===== src/rtl/handshake_rx_buffer.sv =====
// handshake_rx_buffer
// Destination-domain receiver for the CDC handshake synchronizer. It captures
// each data-valid strobe and its word into a small first-word-fall-through
// FIFO and presents the words through a valid/ready interface. A word that
// arrives while the FIFO is full with no pop is dropped, and the sticky
// OVERFLOW_O flag records the loss.
// Optional feature macro: HANDSHAKE_RX_EDGE_DET_EN -- treat SYNC_PULSE_I as a
// level and push only on its 0->1 transition.
module handshake_rx_buffer #(
    parameter int C_DATA_WIDTH = 32,
    parameter int C_DEPTH      = 4
) (
    input  logic                      CLK_I,
    input  logic                      RST_I,
    input  logic [C_DATA_WIDTH-1:0]   SYNC_DATA_I,
    input  logic                      SYNC_PULSE_I,
    output logic [C_DATA_WIDTH-1:0]   DATA_O,
    output logic                      VALID_O,
    input  logic                      READY_I,
    output logic [$clog2(C_DEPTH):0]  LEVEL_O,
    output logic                      OVERFLOW_O,
    input  logic                      CLR_OVF_I
);

    localparam int AW = $clog2(C_DEPTH);
    localparam int LW = AW + 1;

    logic [C_DATA_WIDTH-1:0] mem [C_DEPTH];
    logic [AW-1:0]           wr_ptr;
    logic [AW-1:0]           rd_ptr;
    logic [LW-1:0]           level;
    logic                    ovf;

    logic push_req;
    logic full;
    logic pop;
    logic push_acc;
    logic push_drop;

`ifdef HANDSHAKE_RX_EDGE_DET_EN
    logic pulse_q;

    // Remember the previous request level so a held request pushes only once
    always_ff @(posedge CLK_I or posedge RST_I) begin
        if (RST_I) begin
            pulse_q <= 1'b0;
        end else begin
            pulse_q <= SYNC_PULSE_I;
        end
    end

    assign push_req = SYNC_PULSE_I & ~pulse_q;
`else
    assign push_req = SYNC_PULSE_I;
`endif

    // Decide pop, push acceptance and drop from the registered occupancy
    always_comb begin
        full      = (level == LW'(C_DEPTH));
        pop       = (level != '0) & READY_I;
        push_acc  = push_req & (~full | pop);
        push_drop = push_req & full & ~pop;
    end

    // Advance pointers and occupancy; pointers wrap naturally at C_DEPTH
    always_ff @(posedge CLK_I or posedge RST_I) begin
        if (RST_I) begin
            wr_ptr <= '0;
            rd_ptr <= '0;
            level  <= '0;
        end else begin
            if (push_acc) begin
                wr_ptr <= wr_ptr + AW'(1);
            end
            if (pop) begin
                rd_ptr <= rd_ptr + AW'(1);
            end
            case ({push_acc, pop})
                2'b10:   level <= level + LW'(1);
                2'b01:   level <= level - LW'(1);
                default: level <= level;
            endcase
        end
    end

    // Store accepted words; contents need no reset since DATA_O is gated
    always_ff @(posedge CLK_I) begin
        if (push_acc) begin
            mem[wr_ptr] <= SYNC_DATA_I;
        end
    end

    // Sticky overflow flag; a new drop outranks a simultaneous clear
    always_ff @(posedge CLK_I or posedge RST_I) begin
        if (RST_I) begin
            ovf <= 1'b0;
        end else if (push_drop) begin
            ovf <= 1'b1;
        end else if (CLR_OVF_I) begin
            ovf <= 1'b0;
        end
    end

    assign VALID_O    = (level != '0);
    assign LEVEL_O    = level;
    assign DATA_O     = VALID_O ? mem[rd_ptr] : '0;
    assign OVERFLOW_O = ovf;

endmodule

===== config.mk =====
export PLATFORM = sky130hd
export DESIGN_NAME = handshake_rx_buffer
export DESIGN_NICKNAME = d
export VERILOG_FILES = /design/src/rtl/handshake_rx_buffer.sv
export SDC_FILE = /design/constraint.sdc
export NUM_CORES = 1
export LEC_CHECK = 0
export CAP_MARGIN = 20
export CORE_UTILIZATION = 30
export CTS_BUF_LIST = sky130_fd_sc_hd__clkbuf_16
export DETAILED_ROUTE_END_ITERATION = 12
export PLACE_DENSITY = 0.49
export SYNTH_ARGS = -nofsm -noshare
export SYNTH_HDL_FRONTEND = slang
export SYNTH_SLANG_ARGS = --single-unit
export TNS_END_PERCENT = 20

===== constraint.sdc =====
create_clock -name CLK_I -period 2.7 [get_ports CLK_I]
set_input_delay 0.54 -clock CLK_I [delete_from_list [all_inputs] [get_ports CLK_I]]
set_output_delay 0.54 -clock CLK_I [all_outputs]
set_load 0.02 [all_outputs]

; Yosys cells after proc, flatten, opt, wreduce, memory -nomap -nowiden
; Memories as Yosys holds them, arrays and structs flattened.
; Index checks and enable logic that the tools add are counted.
[word_totals]
reg_bits = 8
ramBits = 128
in_bits = 37
out_inout_bits = 37
elab_cells = 28
n_memories = 1
[classes]
n_addsub = 4
n_eq_ne = 3
n_mux = 6
n_bitwise = 7
n_reduce_logical = 3
[mem_list]
columns = memory, words, width, read_ports, rd_clocked_by_memory_dff, write_ports, line_no
row1 = mem, 4, 32, 1, 0, 1, 28  ; logic [C_DATA_WIDTH-1:0] mem [C_DEPTH];
[ops]
columns = cell, n
row1 = $mux 32, 1
row2 = $pmux 3 s2, 1
row3 = $add 2x1->2 const B, 2
row4 = $and 1x1->1, 4
row5 = $mux 1, 4
row6 = $reduce_bool 2->1, 2
row7 = $add 3x1->3 const B, 1
row8 = $eq 3x3->1 const B, 1
row9 = $reduce_bool 3->1, 1
row10 = $sub 3x1->3 const B, 1
row11 = $eq 2x1->1 const B, 1
row12 = $eq 2x2->1 const B, 1
row13 = $not 1->1, 2
row14 = $or 1x1->1, 1

; Longest topological paths before layout
; Gate-level depths: netlist (run 1).
[logic_depth]
word_depth = 6
ltp_mapped = 8
depth_no_buf = 7

; Worst setup path after synthesis (run 1)
; Ideal clock, no wire load.
[synth_path]
path_type = input-to-reg
start = input READY_I
end = memory mem[0][0] (enable)
setup_ns = 0.392
arrival_ns = 1.801
t_required_ns = 2.308
slack_ns = 0.507
path_stages = 4
n_path_buf = 1
path_cell_list = buf_6 > nand2b_4 > o31a_1 > and2_1
[synth_between]
elab_chain_cells = 5
[synth_rtl]
columns = element, line_no
row1 = start: declaration, 19  ; input logic READY_I,
row2 = $and 1x1->1, 60  ; pop = (level != '0) & READY_I;
row3 = $or 1x1->1, 61  ; push_acc = push_req & (~full | pop);
row4 = $and 1x1->1, 61
row5 = $mux 1, 88  ; if (push_acc) begin
row6 = $mux 1 (not written as such), 89  ; mem[wr_ptr] <= SYNC_DATA_I;
row7 = end: declaration, 28
; Every way passes these cells.

; Final worst setup path (run 1)
[layout_path]
start = register rd_ptr[0]
end = output DATA_O[0]
[layout_between]
elab_chain_cells = 2
[layout_rtl]
columns = element, line_no
row1 = start: declaration, 30  ; logic [AW-1:0] rd_ptr;
row2 = start signal: assignment, 76  ; rd_ptr <= rd_ptr + AW'(1);
row3 = $mem_v2 4x32, --
row4 = $mux 32, 106  ; assign DATA_O = VALID_O ? mem[rd_ptr] : '0;
row5 = end: declaration, 17  ; output logic [C_DATA_WIDTH-1:0] DATA_O,
; Every way passes these cells.

==> run summary, run 1 <==
Status: complete, no violations
Worst R2R Setup Slack: 0.58 ns
Gp weighted congestion: 0.705
Period utilization: 96.6%
Hold Path Class: input port to async pin
Area leader, netlist: edfxtp_1
Nets: 400
Slew Viols, Final: 0
Count of different cell masters after synthesis: 31
Placed Cells incl. Taps: 564
Required @ worst endpoint: 2.16 ns
IO Count: 74
First-pass GRT wire length: 16,100 µm
Post-Layout Cell Count: 596
Starting Density: 31.1%
Cells after synthesis: 261
Yosys top cell area share: 70.7%
Drt wl/cell: 17.8 µm
H-Tree Depth: 4
Overall Power: 8.06 mW
Final hold viol count: 0
Die Y: 137 µm
CTS tree: yes
DRC viols: 0
Final wirelength: 10,600 µm
Final hold slack: 0.383 ns
Layout area overhead: 29.3%
Post-synth top cells: edfxtp_1, and2_1, mux4_2, dfrtp_1, inv_1
Die area: 0.0187 mm²
Grt ovf: 0
Yosys reg bits: 136
Final antenna-violating net count: 0
Utilization after layout: 40.2%
Row count: 48
CTS Buf Count: 17
Dpl cell area: 0.00655 mm²
Deepest clock path buffer count: 2
Setup CP Type: flip-flop to primary output
Vias in the first global route: 2,850
Net Count, Synth: 303
Top post-synthesis cells by area: edfxtp_1, mux4_2, and2_1
Arr. time, crit path: 2.07 ns
Post-Syn Area: 0.00544 mm²
Die X: 137 µm
Initial antenna violation count: 1
Startpoint Class: flip-flop
Peak supply drop: 0.000534 V
Sequential area share after synthesis: 74.4%
Unrepaired setup endpoints after global routing: no
Post-CTS Hold Buffers: 0
Core area: 0.0175 mm²
Detailed Routing Iterations Pass 1: 4
Post-route cell area: 0.00703 mm²
Post-DP HPWL: 6460 µm
Post-synth top flop: edfxtp_1
Final setup margin: 0.0927 ns
PwrDens: 1150 mW/mm²
Sum of negative setup slack: 0 ns
Port Buffers: 73
Ratio of cells with drive above 1 in the final layout: 21.9%
EDFF count, synth: 128
Yosys warns: 0
Clock slew at reported path FFs: 0.05 ns
Vias per cell: 4.56
Final worst path period need: 2.61 ns
Leak: 2.44 nW
Pin count of the biggest net entering global routing: 22
Max Cap Viol: 0
Avg Inst Size Synth: 20.8 µm²
Ys async rst share: 5.88%
CP max FO: 18
Clock Tree Root: clkbuf_16
CTS sink cnt: 136
Worst slew pin tran: 0.366 ns
Highest Clock Rate: 384 MHz
Worst R2R Path Depth: 8
Worst slew margin: 75.6%
CP Capture Type: primary output
Pre-CTS setup slack: 0.266 ns
Top-count cell post-synth: edfxtp_1
Initial DRC count: 161
GR Util All Layers: 12.5%
Setup violations, final: 0
Worst-skew pair later-pin latency: 0.41 ns
Postcts setup bufs: 0
Vias: 2,717
Clock skew: 0.00437 ns
-- critical path, stage by stage (launching register included) --
cell,delay (ns)
dfrtp_2,0.40
buf_12,0.21
mux4_1,0.55
and2_1,0.18
dlygate4sd2_1,0.32
-- registers in the layout (all words and copies together), names as in the netlist --
register	count
LEVEL_O	3
rd_ptr	2
wr_ptr	2
OVERFLOW_O	1
mem	128
-- power by group --
part,switching [mW],internal [mW]
combinational,1.68,1.46
sequential,0.104,2.79
clock,0.796,1.23
total,2.58,5.48
-- layer usage --
layer | GRT usage, % | up-vias | share of wire (%)
met2 | 20.2 | 71 | 50
met1 | 15.1 | 1402 | 43
met3 | 3.89 | 15 | 5.0
met4 | 6.48 | 0 | 1.9
met5 | 0 | - | 0
li1 | - | 1229 | -
-- final timing paths --
path / start / to
worst min-delay path: RST_I / wr_ptr[0]
min in group CLK_I: OVERFLOW_O / OVERFLOW_O
worst max-delay path: rd_ptr[0] / DATA_O[0]
worst max register to register: LEVEL_O[1] / LEVEL_O[2]
worst min register to register: OVERFLOW_O / OVERFLOW_O
max in group asynchronous: RST_I / rd_ptr[1]
-- timing repair --
item / 4_1_cts / 5_1_grt
pin swaps: 0 / 0
endpoints found under the hold margin: 0 / 0
resized for setup: 32 / 1
setup endpoints to repair: 32 / 1
gates cloned: 0 / 0
-- layout by cell type, fill, tap and decap left out, types with 4 or more instances in the layout --
master,synthesis,final
edfxtp_1,128,128
clkdlybuf4s50_1,0,41
and2_1,36,32
dlygate4sd2_1,0,32
mux4_2,28,29
clkbuf_16,0,17
buf_4,0,13
inv_1,7,9
dfrtp_1,8,6
clkinv_1,0,6
buf_12,3,6
nand2_1,4,4
xnor2_1,4,4
and2_2,0,4
ha_1,4,4
-- final cells by class --
| cell class | instances | area [µm²] |
|---|---|---|
| Clock inverter | 14 | 92.6 |
| Sequential cell | 136 | 4050 |
| Multi-Input combinational cell | 104 | 1240 |
| Fill cell | 1593 | 10500 |
| Tap cell | 225 | 282 |
| Antenna cell | 1 | 2.50 |
| Clock buffer | 17 | 425 |
| Inverter | 7 | 26.3 |
| Timing Repair Buffer | 92 | 908 |
-- cells by family (layout without fill, tap and decap cells) --
| logic type | after synthesis | after routing | share of synthesized area (%) |
|---|---|---|---|
| compound gates | 11 | 11 | 1.45 |
| xor+xnor | 5 | 5 | 0.806 |
| fa+ha+maj | 5 | 5 | 1.29 |
| buf+inv | 21 | 130 | 2.74 |
| flops | 136 | 136 | 74.4 |
| mux | 33 | 33 | 13.7 |
| other cells | 0 | 1 | 0 |
| simple gates | 50 | 50 | 5.57 |
(Power assumes the default switching activity.)
==> run 2, diff against run 1 <==
--- a/config.mk
+++ b/config.mk
@@ -5,7 +5,7 @@
 export SDC_FILE = /design/constraint.sdc
 export NUM_CORES = 1
 export LEC_CHECK = 0
-export CAP_MARGIN = 20
+export CAP_MARGIN = 30
 export CORE_UTILIZATION = 30
 export CTS_BUF_LIST = sky130_fd_sc_hd__clkbuf_16
 export DETAILED_ROUTE_END_ITERATION = 12
==> constraint.sdc (replaced) <==
create_clock -name CLK_I -period 2.9 [get_ports CLK_I]
set_input_delay 0.58 -clock CLK_I [delete_from_list [all_inputs] [get_ports CLK_I]]
set_output_delay 0.58 -clock CLK_I [all_outputs]
set_load 0.02 [all_outputs]
==> run 2 against run 1 <==
Cell count rose by 0.84%. Clock skew barely moved. Sequential cell count did not move. Core utilization rose by 0.87 points. Worst setup slack got worse by 0.025 ns. Power fell by 2.3%. Via count rose by 1.8%. Clock power fell by 2%. Register-to-register slack got worse by 0.13 ns. Largest cell class unchanged. Highest routed layer unchanged.
==> run summary, run 2 (synthesized netlist as in run 1, its figures left out) <==
Status: complete, no violations
Initial DRC count: 195 (+21%)
Met1 usage: 15.5% (+0.46 points)
Worst slew margin: 75.5% (-0.11 points)
Starting Density: 31.1% (unchanged)
Most Crowded Layer GR: met2
CP Capture Type: primary output
Die area: 0.0187 mm² (unchanged)
Ratio of cells with drive above 1 in the final layout: 22.9% (+1.0 points)
CP max FO: 10 (-8)
Dpl cell area: 0.00652 mm² (-0.42%)
Arr. time, crit path: 2.25 ns (+0.18 ns)
Fillers: 1,597 (+0.25%)
Critical-path cell list: buf_12, mux4_1, and2_1, clkdlybuf4s50_1
Drt wl/cell: 18.3 µm (+2.9%)
Vias in the first global route: 2,942 (+3.2%)
Clock slew at reported path FFs: 0.05 ns (about the same)
Largest register FFs: 128 (unchanged)
Unrepaired setup endpoints after global routing: yes
Leak: 2.57 nW (+5.1%)
Startpoint Class: flip-flop
GR Util met2: 20.7% (+0.51 points)
Placed Cells incl. Taps: 562 (-0.35%)
Post-route cell area: 0.00718 mm² (+2.2%)
Peak supply drop: 0.000586 V (+9.8%)
Vias per cell: 4.60 (+0.96%)
Highest Clock Rate: 353 MHz
Vias: 2,766 (+1.8%)
Row count: 48 (unchanged)
GR Util All Layers: 12.7% (+0.18 points)
Clock Tree Root: clkbuf_16
Gp weighted congestion: 0.626 (-11%)
Required @ worst endpoint: 2.32 ns (+0.16 ns)
Sum of negative setup slack: 0 ns (unchanged)
Post-DP HPWL: 6670 µm (+3.1%)
Pin count of the biggest net entering global routing: 22 (unchanged)
Setup CP Type: flip-flop to primary output
Hold Path Class: input port to async pin
Die Y: 137 µm (unchanged)
Detailed Routing Iterations Pass 1: 4 (unchanged)
Worst slew pin tran: 0.367 ns (+0.00117 ns)
Final hold viol count: 0 (unchanged)
IO Count: 74 (unchanged)
CP max-delay cell: mux4_1
Commonest non-fill, non-tap cells in the layout: edfxtp_1, clkdlybuf4s50_1, and2_1
DRC viols: 0 (unchanged)
Deepest clock path buffer count: 2 (unchanged)
Max Cap Viol: 0 (unchanged)
Core area: 0.0175 mm² (unchanged)
Grt ovf: 0 (unchanged)
Post-Layout Cell Count: 601 (+0.84%)
First-pass GRT wire length: 16,700 µm (+3.3%)
Commonest non-fill, non-tap cell in the layout: edfxtp_1
Period utilization: 97.6%
PwrDens: 1100 mW/mm² (-4.4%)
Worst-skew pair later-pin latency: 0.41 ns (about the same)
Final setup margin: 0.0682 ns (-0.0245 ns)
Setup violations, final: 0 (unchanged)
Pre-CTS setup slack: 0.341 ns (+0.0752 ns)
Final worst path period need: 2.83 ns
Final hold slack: 0.444 ns (+0.0606 ns)
Overall Power: 7.87 mW (-2.3%)
Port Buffers: 73 (unchanged)
Utilization after layout: 41.1% (+0.87 points)
Slew Viols, Final: 0 (unchanged)
Final antenna-violating net count: 0 (unchanged)
Met3 global-route usage: 4.41% (+0.52 points)
CTS sink cnt: 136 (unchanged)
Die X: 137 µm (unchanged)
H-Tree Depth: 4 (unchanged)
Crit-path max cell delay: 0.56 ns (about the same)
Most flop-heavy register: mem
Initial antenna violation count: 1 (unchanged)
CTS Buf Count: 17 (unchanged)
Layout area overhead: 32.1%
Final wirelength: 11,000 µm (+3.8%)
Clock skew: 0.00485 ns (+0.000473 ns)
CTS tree: yes
Nets: 404 (+1.0%)
-- run 2: power breakdown --
group	leakage [nW]	internal [mW]	switching [mW]
combinational	1.02	1.62	1.56
clock	0.280	1.23	0.739
sequential	1.27	2.60	0.128
total	2.57	5.45	2.43
-- run 2: final timing paths --
check | end | cells past startpoint | from | slack [ns]
max | DATA_O[1] | 4 | rd_ptr[0] | 0.07
min | LEVEL_O[1] | 2 | RST_I | 0.44
max reg2reg | LEVEL_O[2] | 8 | LEVEL_O[2] | 0.45
min reg2reg | OVERFLOW_O | 2 | OVERFLOW_O | 0.55
max in group asynchronous | rd_ptr[1] | 2 | RST_I | 2.17
min in group CLK_I | OVERFLOW_O | 2 | OVERFLOW_O | 0.55
-- run 2: routing by layer --
layer	vias to the layer above	share of wire [%]
met5	-	0
met4	0	1.4
met3	10	4.9
met2	70	50
met1	1446	44
li1	1240	-
-- run 2: timing repair --
| item | 4_1_cts | 5_1_grt |
|---|---|---|
| buffers inserted | 6 | 0 |
| resized for setup | 7 | 13 |
| endpoints found under the setup margin | 16 | 21 |
| hold buffers | 0 | 0 |
-- run 2: layout make-up --
class                      instances  area, µm²  area share [%]
sequential                       136       4050            56.4
timing repair buffer              96       1030            14.3
clock buffer                      17        425            5.93
clock inverter                    15        121            1.69
multi-input combinational        104       1250            17.4
inverter                           7       26.3           0.366
antenna                            1       2.50          0.0349
tap                              225        282            3.92
-- run 2: critical path: cells and delay by family (launching register included) --
| kind | cells | cell delay [ns] |
|---|---|---|
| AND/OR/NAND/NOR | 1 | 0.19 |
| flip-flops | 1 | 0.40 |
| multiplexers | 1 | 0.56 |
| buffers and inverters | 2 | 0.69 |
